<file path="config.mk">
export PLATFORM = sky130hd
export DESIGN_NAME = hamming_decoder_flat
export DESIGN_NICKNAME = d
export VERILOG_FILES = /design/src/rtl/hamming_decoder_if.sv /design/src/rtl/hamming_decoder.sv /design/src/flat_wrapper.sv
export SDC_FILE = /design/constraint.sdc
export NUM_CORES = 1
export LEC_CHECK = 0
export BUFFER_PORTS_ARGS = -buffer_cell sky130_fd_sc_hd__buf_2
export CORE_MARGIN = 2
export CORE_UTILIZATION = 43
export CTS_CLUSTER_DIAMETER = 30
export DETAILED_ROUTE_END_ITERATION = 10
export GPL_TIMING_DRIVEN = 1
export PLACE_DENSITY = 0.79
export SLEW_MARGIN = 20
export SYNTH_ARGS = -nofsm -noshare
export SYNTH_HDL_FRONTEND = slang
export SYNTH_SLANG_ARGS = --single-unit
</file>
<file path="constraint.sdc">
create_clock -name clk -period 1.25 [get_ports clk]
set_input_delay 0.0625 -clock clk [delete_from_list [all_inputs] [get_ports clk]]
set_output_delay 0.0625 -clock clk [all_outputs]
set_load 0.03 [all_outputs]
</file>
<file path="src/rtl/hamming_decoder_if.sv">
// Handshake and status bundle for the Hamming(12,8) receive decoder.
// The master side feeds codewords and consumes results; the slave side is the decoder.
interface hamming_decoder_if #(
    parameter int CNT_WIDTH = 16
);
    logic                 in_valid;
    logic                 in_ready;
    logic [11:0]          hc_in;
    logic                 out_valid;
    logic                 out_ready;
    logic [7:0]           data_out;
    logic [3:0]           syndrome;
    logic                 err_corr;
    logic                 err_uncorr;
    logic                 cnt_clr;
    logic [CNT_WIDTH-1:0] corr_cnt;
    logic [CNT_WIDTH-1:0] uncorr_cnt;

    modport master (
        output in_valid, hc_in, out_ready, cnt_clr,
        input  in_ready, out_valid, data_out, syndrome, err_corr, err_uncorr,
               corr_cnt, uncorr_cnt
    );

    modport slave (
        input  in_valid, hc_in, out_ready, cnt_clr,
        output in_ready, out_valid, data_out, syndrome, err_corr, err_uncorr,
               corr_cnt, uncorr_cnt
    );
endinterface

</file>
<file path="src/rtl/hamming_decoder.sv">
// Hamming(12,8) decoder: 2-stage valid/ready pipeline, single-error correction.
// Define HAMMING_DEC_STATS_EN to build the saturating corrected/uncorrectable counters.
module hamming_decoder #(
    parameter int CNT_WIDTH = 16
) (
    input  logic             clk,
    input  logic             rst_n,
    hamming_decoder_if.slave bus
);
    logic        s1_valid;
    logic [11:0] s1_code;
    logic [3:0]  s1_syn;
    logic        s1_ready;
    logic        s2_ready;
    logic [3:0]  syn_in;
    logic [11:0] flip_mask;
    logic [11:0] fixed_code;

    logic        out_valid_q;
    logic [7:0]  data_q;
    logic [3:0]  syn_q;
    logic        corr_q;
    logic        uncorr_q;

    // Each syndrome bit is the parity of the positions whose index has that bit set.
    always_comb begin
        syn_in[0] = ^{bus.hc_in[0], bus.hc_in[2], bus.hc_in[4], bus.hc_in[6], bus.hc_in[8], bus.hc_in[10]};
        syn_in[1] = ^{bus.hc_in[1], bus.hc_in[2], bus.hc_in[5], bus.hc_in[6], bus.hc_in[9], bus.hc_in[10]};
        syn_in[2] = ^{bus.hc_in[3], bus.hc_in[4], bus.hc_in[5], bus.hc_in[6], bus.hc_in[11]};
        syn_in[3] = ^{bus.hc_in[7], bus.hc_in[8], bus.hc_in[9], bus.hc_in[10], bus.hc_in[11]};
    end

    assign s2_ready     = ~out_valid_q | bus.out_ready;
    assign s1_ready     = ~s1_valid | s2_ready;
    assign bus.in_ready = s1_ready;

    // NOTE: the default assignment before the loop keeps this block free of inferred latches.
    always_comb begin
        flip_mask = '0;
        for (int k = 0; k < 12; k++) begin
            flip_mask[k] = (s1_syn == 4'(k + 1));
        end
    end

    assign fixed_code = s1_code ^ flip_mask;

    // NOTE: all state uses non-blocking assignments so every register samples pre-edge values.
    always_ff @(posedge clk or negedge rst_n) begin
        if (!rst_n) begin
            s1_valid <= 1'b0;
            s1_code  <= '0;
            s1_syn   <= '0;
        end else if (s1_ready) begin
            s1_valid <= bus.in_valid;
            if (bus.in_valid) begin
                s1_code <= bus.hc_in;
                s1_syn  <= syn_in;
            end
        end
    end

    always_ff @(posedge clk or negedge rst_n) begin
        if (!rst_n) begin
            out_valid_q <= 1'b0;
            data_q      <= '0;
            syn_q       <= '0;
            corr_q      <= 1'b0;
            uncorr_q    <= 1'b0;
        end else if (s2_ready) begin
            out_valid_q <= s1_valid;
            if (s1_valid) begin
                data_q   <= {fixed_code[11:8], fixed_code[6:4], fixed_code[2]};
                syn_q    <= s1_syn;
                corr_q   <= (s1_syn != 4'd0) && (s1_syn <= 4'd12);
                uncorr_q <= (s1_syn >= 4'd13);
            end
        end
    end

    assign bus.out_valid  = out_valid_q;
    assign bus.data_out   = data_q;
    assign bus.syndrome   = syn_q;
    assign bus.err_corr   = corr_q;
    assign bus.err_uncorr = uncorr_q;

`ifdef HAMMING_DEC_STATS_EN
    logic                 out_fire;
    logic [CNT_WIDTH-1:0] corr_cnt_q;
    logic [CNT_WIDTH-1:0] uncorr_cnt_q;

    assign out_fire = out_valid_q & bus.out_ready;

    // Clear has priority over a same-cycle increment; counters stick at all-ones.
    always_ff @(posedge clk or negedge rst_n) begin
        if (!rst_n) begin
            corr_cnt_q   <= '0;
            uncorr_cnt_q <= '0;
        end else if (bus.cnt_clr) begin
            corr_cnt_q   <= '0;
            uncorr_cnt_q <= '0;
        end else if (out_fire) begin
            if (corr_q && (corr_cnt_q != '1))
                corr_cnt_q <= corr_cnt_q + CNT_WIDTH'(1);
            if (uncorr_q && (uncorr_cnt_q != '1))
                uncorr_cnt_q <= uncorr_cnt_q + CNT_WIDTH'(1);
        end
    end

    assign bus.corr_cnt   = corr_cnt_q;
    assign bus.uncorr_cnt = uncorr_cnt_q;
`else
    assign bus.corr_cnt   = '0;
    assign bus.uncorr_cnt = '0;
`endif
endmodule
</file>
<file path="src/flat_wrapper.sv">
// flat-port wrapper written by rule: the top's interface ports become plain ports
module hamming_decoder_flat 
#(
    parameter int CNT_WIDTH = 16
)
  (clk, rst_n, bus_in_valid, bus_hc_in, bus_out_ready, bus_cnt_clr, bus_in_ready, bus_out_valid, bus_data_out, bus_syndrome, bus_err_corr, bus_err_uncorr, bus_corr_cnt, bus_uncorr_cnt);
  hamming_decoder_if #(.CNT_WIDTH(CNT_WIDTH)) bus_i ();
  input  logic clk;
  input  logic rst_n;
  input wire logic [$bits(bus_i.in_valid)-1:0] bus_in_valid;
  input wire logic [$bits(bus_i.hc_in)-1:0] bus_hc_in;
  input wire logic [$bits(bus_i.out_ready)-1:0] bus_out_ready;
  input wire logic [$bits(bus_i.cnt_clr)-1:0] bus_cnt_clr;
  output wire logic [$bits(bus_i.in_ready)-1:0] bus_in_ready;
  output wire logic [$bits(bus_i.out_valid)-1:0] bus_out_valid;
  output wire logic [$bits(bus_i.data_out)-1:0] bus_data_out;
  output wire logic [$bits(bus_i.syndrome)-1:0] bus_syndrome;
  output wire logic [$bits(bus_i.err_corr)-1:0] bus_err_corr;
  output wire logic [$bits(bus_i.err_uncorr)-1:0] bus_err_uncorr;
  output wire logic [$bits(bus_i.corr_cnt)-1:0] bus_corr_cnt;
  output wire logic [$bits(bus_i.uncorr_cnt)-1:0] bus_uncorr_cnt;
  assign bus_i.in_valid = bus_in_valid;
  assign bus_i.hc_in = bus_hc_in;
  assign bus_i.out_ready = bus_out_ready;
  assign bus_i.cnt_clr = bus_cnt_clr;
  assign bus_in_ready = bus_i.in_ready;
  assign bus_out_valid = bus_i.out_valid;
  assign bus_data_out = bus_i.data_out;
  assign bus_syndrome = bus_i.syndrome;
  assign bus_err_corr = bus_i.err_corr;
  assign bus_err_uncorr = bus_i.err_uncorr;
  assign bus_corr_cnt = bus_i.corr_cnt;
  assign bus_uncorr_cnt = bus_i.uncorr_cnt;
  hamming_decoder #(.CNT_WIDTH(CNT_WIDTH)) u_core (.clk(clk), .rst_n(rst_n), .bus(bus_i));
endmodule
</file>
==> flow_summary.toml <==
[synth]
syn_inst = 131
syn-cell-area_sq_um = 1642
ys_ff_latch = 28
synth_seq_area_share_pct = 42.68
synth.mux.area_fraction_pct = 16.46
synth_top_family_by_area = "multiplexers"
synthDistinctLibCells = 19
synthFlopType = "dfrtp_1"
synthAdderAreaFrac_pct = 0
synth_edf_count = 0
async_flop_share_pct = 100.0
yosys_warnings = 0
synth_xor_area_share_pct = 14.02
yosys.area_share.simple_pct = 8.460
avgSynthCellArea_sq_um = 12.53
synth_compound_area_share_pct = 1.982

[die]
num_rows = 22
die_w_um = 65.79
fp.dieH_um = 65.79
ios = 65
dieArea_sq_um = 4328
start_util_pct = 44.84
coreArea_sq_um = 3661

[sta]
max_freq_ghz = 0.7985
slew_violations = 0
max_slew_margin_pct = 58.85
rsz0062_at_grt = "true"
layout_min_cycle_time_ps = 1252
finalHoldViolCount = 0
finalSetupViolCount = 1
worst_pin_slew_ps = 617.3
min_period_over_period_pct = 100.2
clock_skew_ps = 1.977
setup-tns-final_ps = -2.279
worst_slack_ps = -2.279

[worst_setup_path]
rrSetupSlack_ps = -2
cp-start-kind = "flip-flop"
r2r_end = "u_core.bus.data_out[0]"
critical_path_required_ps = 1410
crit_path_end_kind = "flip-flop"
rr_startpoint = "u_core.s1_syn[1]"
worst-r2r-cell-count = 3
worst-path-max-fanout = 12
path_class = "reg2reg"
critPathLaunch = "u_core.s1_syn[1]"
crit_arrival_ps = 1410
endpoint = "u_core.bus.data_out[0]"

[status]
violations = "negative setup slack"
status = "finished, violations left"

[drt]
via_per_inst = 4.381
drt_pass1_iterations = 4
wl_um = 2593
vias = 955
drc = 0
drtIter0Drc = 8
postRouteAntennaNets = 0
wl_per_cell_um = 11.89

[final_layout]
register_area_sq_um = 706.9
layout.nets = 188
syn_to_final_growth_pct = 14.33
drive_gt1_share_pct = 47.65
multi_input_area_sq_um = 803.3
fillers = 341
n_antenna_cell = 0

[place]
hpwl_um = 1884
portBuffers = 31
post-place-ws_ps = -65.10
place.gp.congestion = 0.7112

[pwr]
p_clk_share_pct = 15.5
vdd_drop_max_v = 0.0007344
p_seq_share_pct = 41.2
swShare_pct = 38.75
combPwrFrac_pct = 43.3
power_leakage_nw = 0.9092
p_total_mw = 3.454
p_sw_mw = 1.339
power.density_nw_per_um2 = 1840
p_int_mw = 2.116

[global_route]
grt_max_degree = 29
overflow = 0
grt_pass1_wl_um = 4160
grt_pass1_vias = 892
gr-usage-all-layers_pct = 12.56
antenna_found_initial = 0

[clock_tree]
cts_tree = "done"
cts_sinks = 28
cts-root-buf = "clkbuf_8"
clk_pin_slew_ps = 90
clock_path_buffers = 2
clkLatencyLatePin_ps = 260
cts_made_buffers = 3
cts_max_level = 1

[flow_run]
maxCapViolCount = 0

[hold_path]
hold_start = "bus_hc_in[8]"
min_path_type = "in2reg"
==> registers in the layout, summed over array words and instances (netlist names) <==
signal / cells
u_core.bus.err_uncorr: 1
u_core.bus.data_out: 8
u_core.bus.err_corr: 1
u_core.bus.syndrome: 4
u_core.bus.out_valid: 1
u_core.s1_code: 8
u_core.s1_syn: 4
u_core.s1_valid: 1
==> metal layers <==
layer / global-route usage [%] / vias to the layer above / part of all wire, %
met3: 1.022 / 2 / 4.9
met1: 17.28 / 460 / 46
li1: - / 457 / -
met5: 0 / - / 0
met4: 4.688 / 0 / 1.3
met2: 20.71 / 36 / 48
==> layout by cell type, fill, tap and decap left out, types with 4 or more instances in the layout <==
master    synthesis  final
buf_4            32      8
clkbuf_8          0      4
dfrtp_1          28     23
mux2_2           24     23
xnor2_1           8      8
and4bb_2          6      6
conb_1            1     32
buf_2             5     30
xnor3_1           4      4
xor2_1            8      8
dfrtp_2           0      5
==> synthesized netlist by cell type (all sizes together), types with 2 or more instances <==
| cell type | n | area (sq um) |
|---|---|---|
| xnor2 | 8 | 70.07 |
| dfrtp | 28 | 700.7 |
| and4bb | 6 | 75.07 |
| mux2 | 24 | 270.3 |
| xnor3 | 4 | 90.09 |
| nand2 | 2 | 10.01 |
| nand2b | 3 | 18.77 |
| xor2 | 8 | 70.07 |
| nand4b | 2 | 17.52 |
| buf | 37 | 265.3 |
| a21oi | 2 | 10.01 |
| a31oi | 2 | 12.51 |
==> worst min path at each step <==
stage	to	cells after the start
final	u_core.s1_code[8]	2
after global routing	u_core.s1_code[5]	2
after global placement	u_core.s1_valid	1
after CTS	u_core.s1_code[8]	2
after detailed placement	u_core.s1_code[4]	1
after floorplan	u_core.bus.data_out[0]	0
==> cell type report <==
type | instances | share of cell area (%)
Sequential cell | 28 | 37.67
Multi-Input combinational cell | 97 | 42.80
Timing Repair Buffer | 41 | 13.40
Tap cell | 48 | 3.200
Clock buffer | 4 | 2.933
==> worst max-delay path: stages, from the launching register on <==
cell	delay (ps)
dfrtp_2	490
and4bb_2	260
xor2_1	130
mux2_4	260
==> kinds of logic (layout without fill, tap and decap cells) <==
| family | count (synthesis) | after routing |
|---|---|---|
| xor gates and xnor gates | 20 | 20 |
| buffers and inverters | 37 | 45 |
| DFF | 28 | 28 |
| and+or+nand+nor | 16 | 16 |
| muxes | 24 | 24 |
| other | 1 | 32 |
| AOI/OAI and AO/OA | 5 | 5 |
==> per-stage QoR <==
| step | std cells | util [%] | hold WS (ps) | area (sq um) |
|---|---|---|---|---|
| 3_3_place_gp | 211 | 48.67 | 109.1 | 1782 |
| 3_5_place_dp | 211 | 48.67 | 106.1 | 1782 |
| 4_1_cts | 216 | 50.65 | 47.41 | 1854 |
| 5_1_grt | 218 | 51.26 | 56.23 | 1877 |
| 6_report | 218 | 51.26 | 52.33 | 1877 |
| 2_1_floorplan | 162 | - | -233.1 | 1773 |
==> timing repair <==
item                       CTS  global route
hold endpoints to repair    28             0
gates resized for setup      5             2
hold buffers                 1             0
buffers inserted             0             2
pin swaps                    3             1
setup endpoints to repair    9            11
==> power by group through the flow <==
stage,Sequential (mW),Combinational [mW],Clock (mW)
6_report,1.42,1.49,0.537
5_1_grt,1.47,1.59,0.590
4_1_cts,1.43,1.49,0.557
3_5_place_dp,1.43,1.48,0
3_3_place_gp,1.43,1.46,0
2_1_floorplan,1.74,0.822,0
Note: power is estimated with default switching activity, not from simulation.
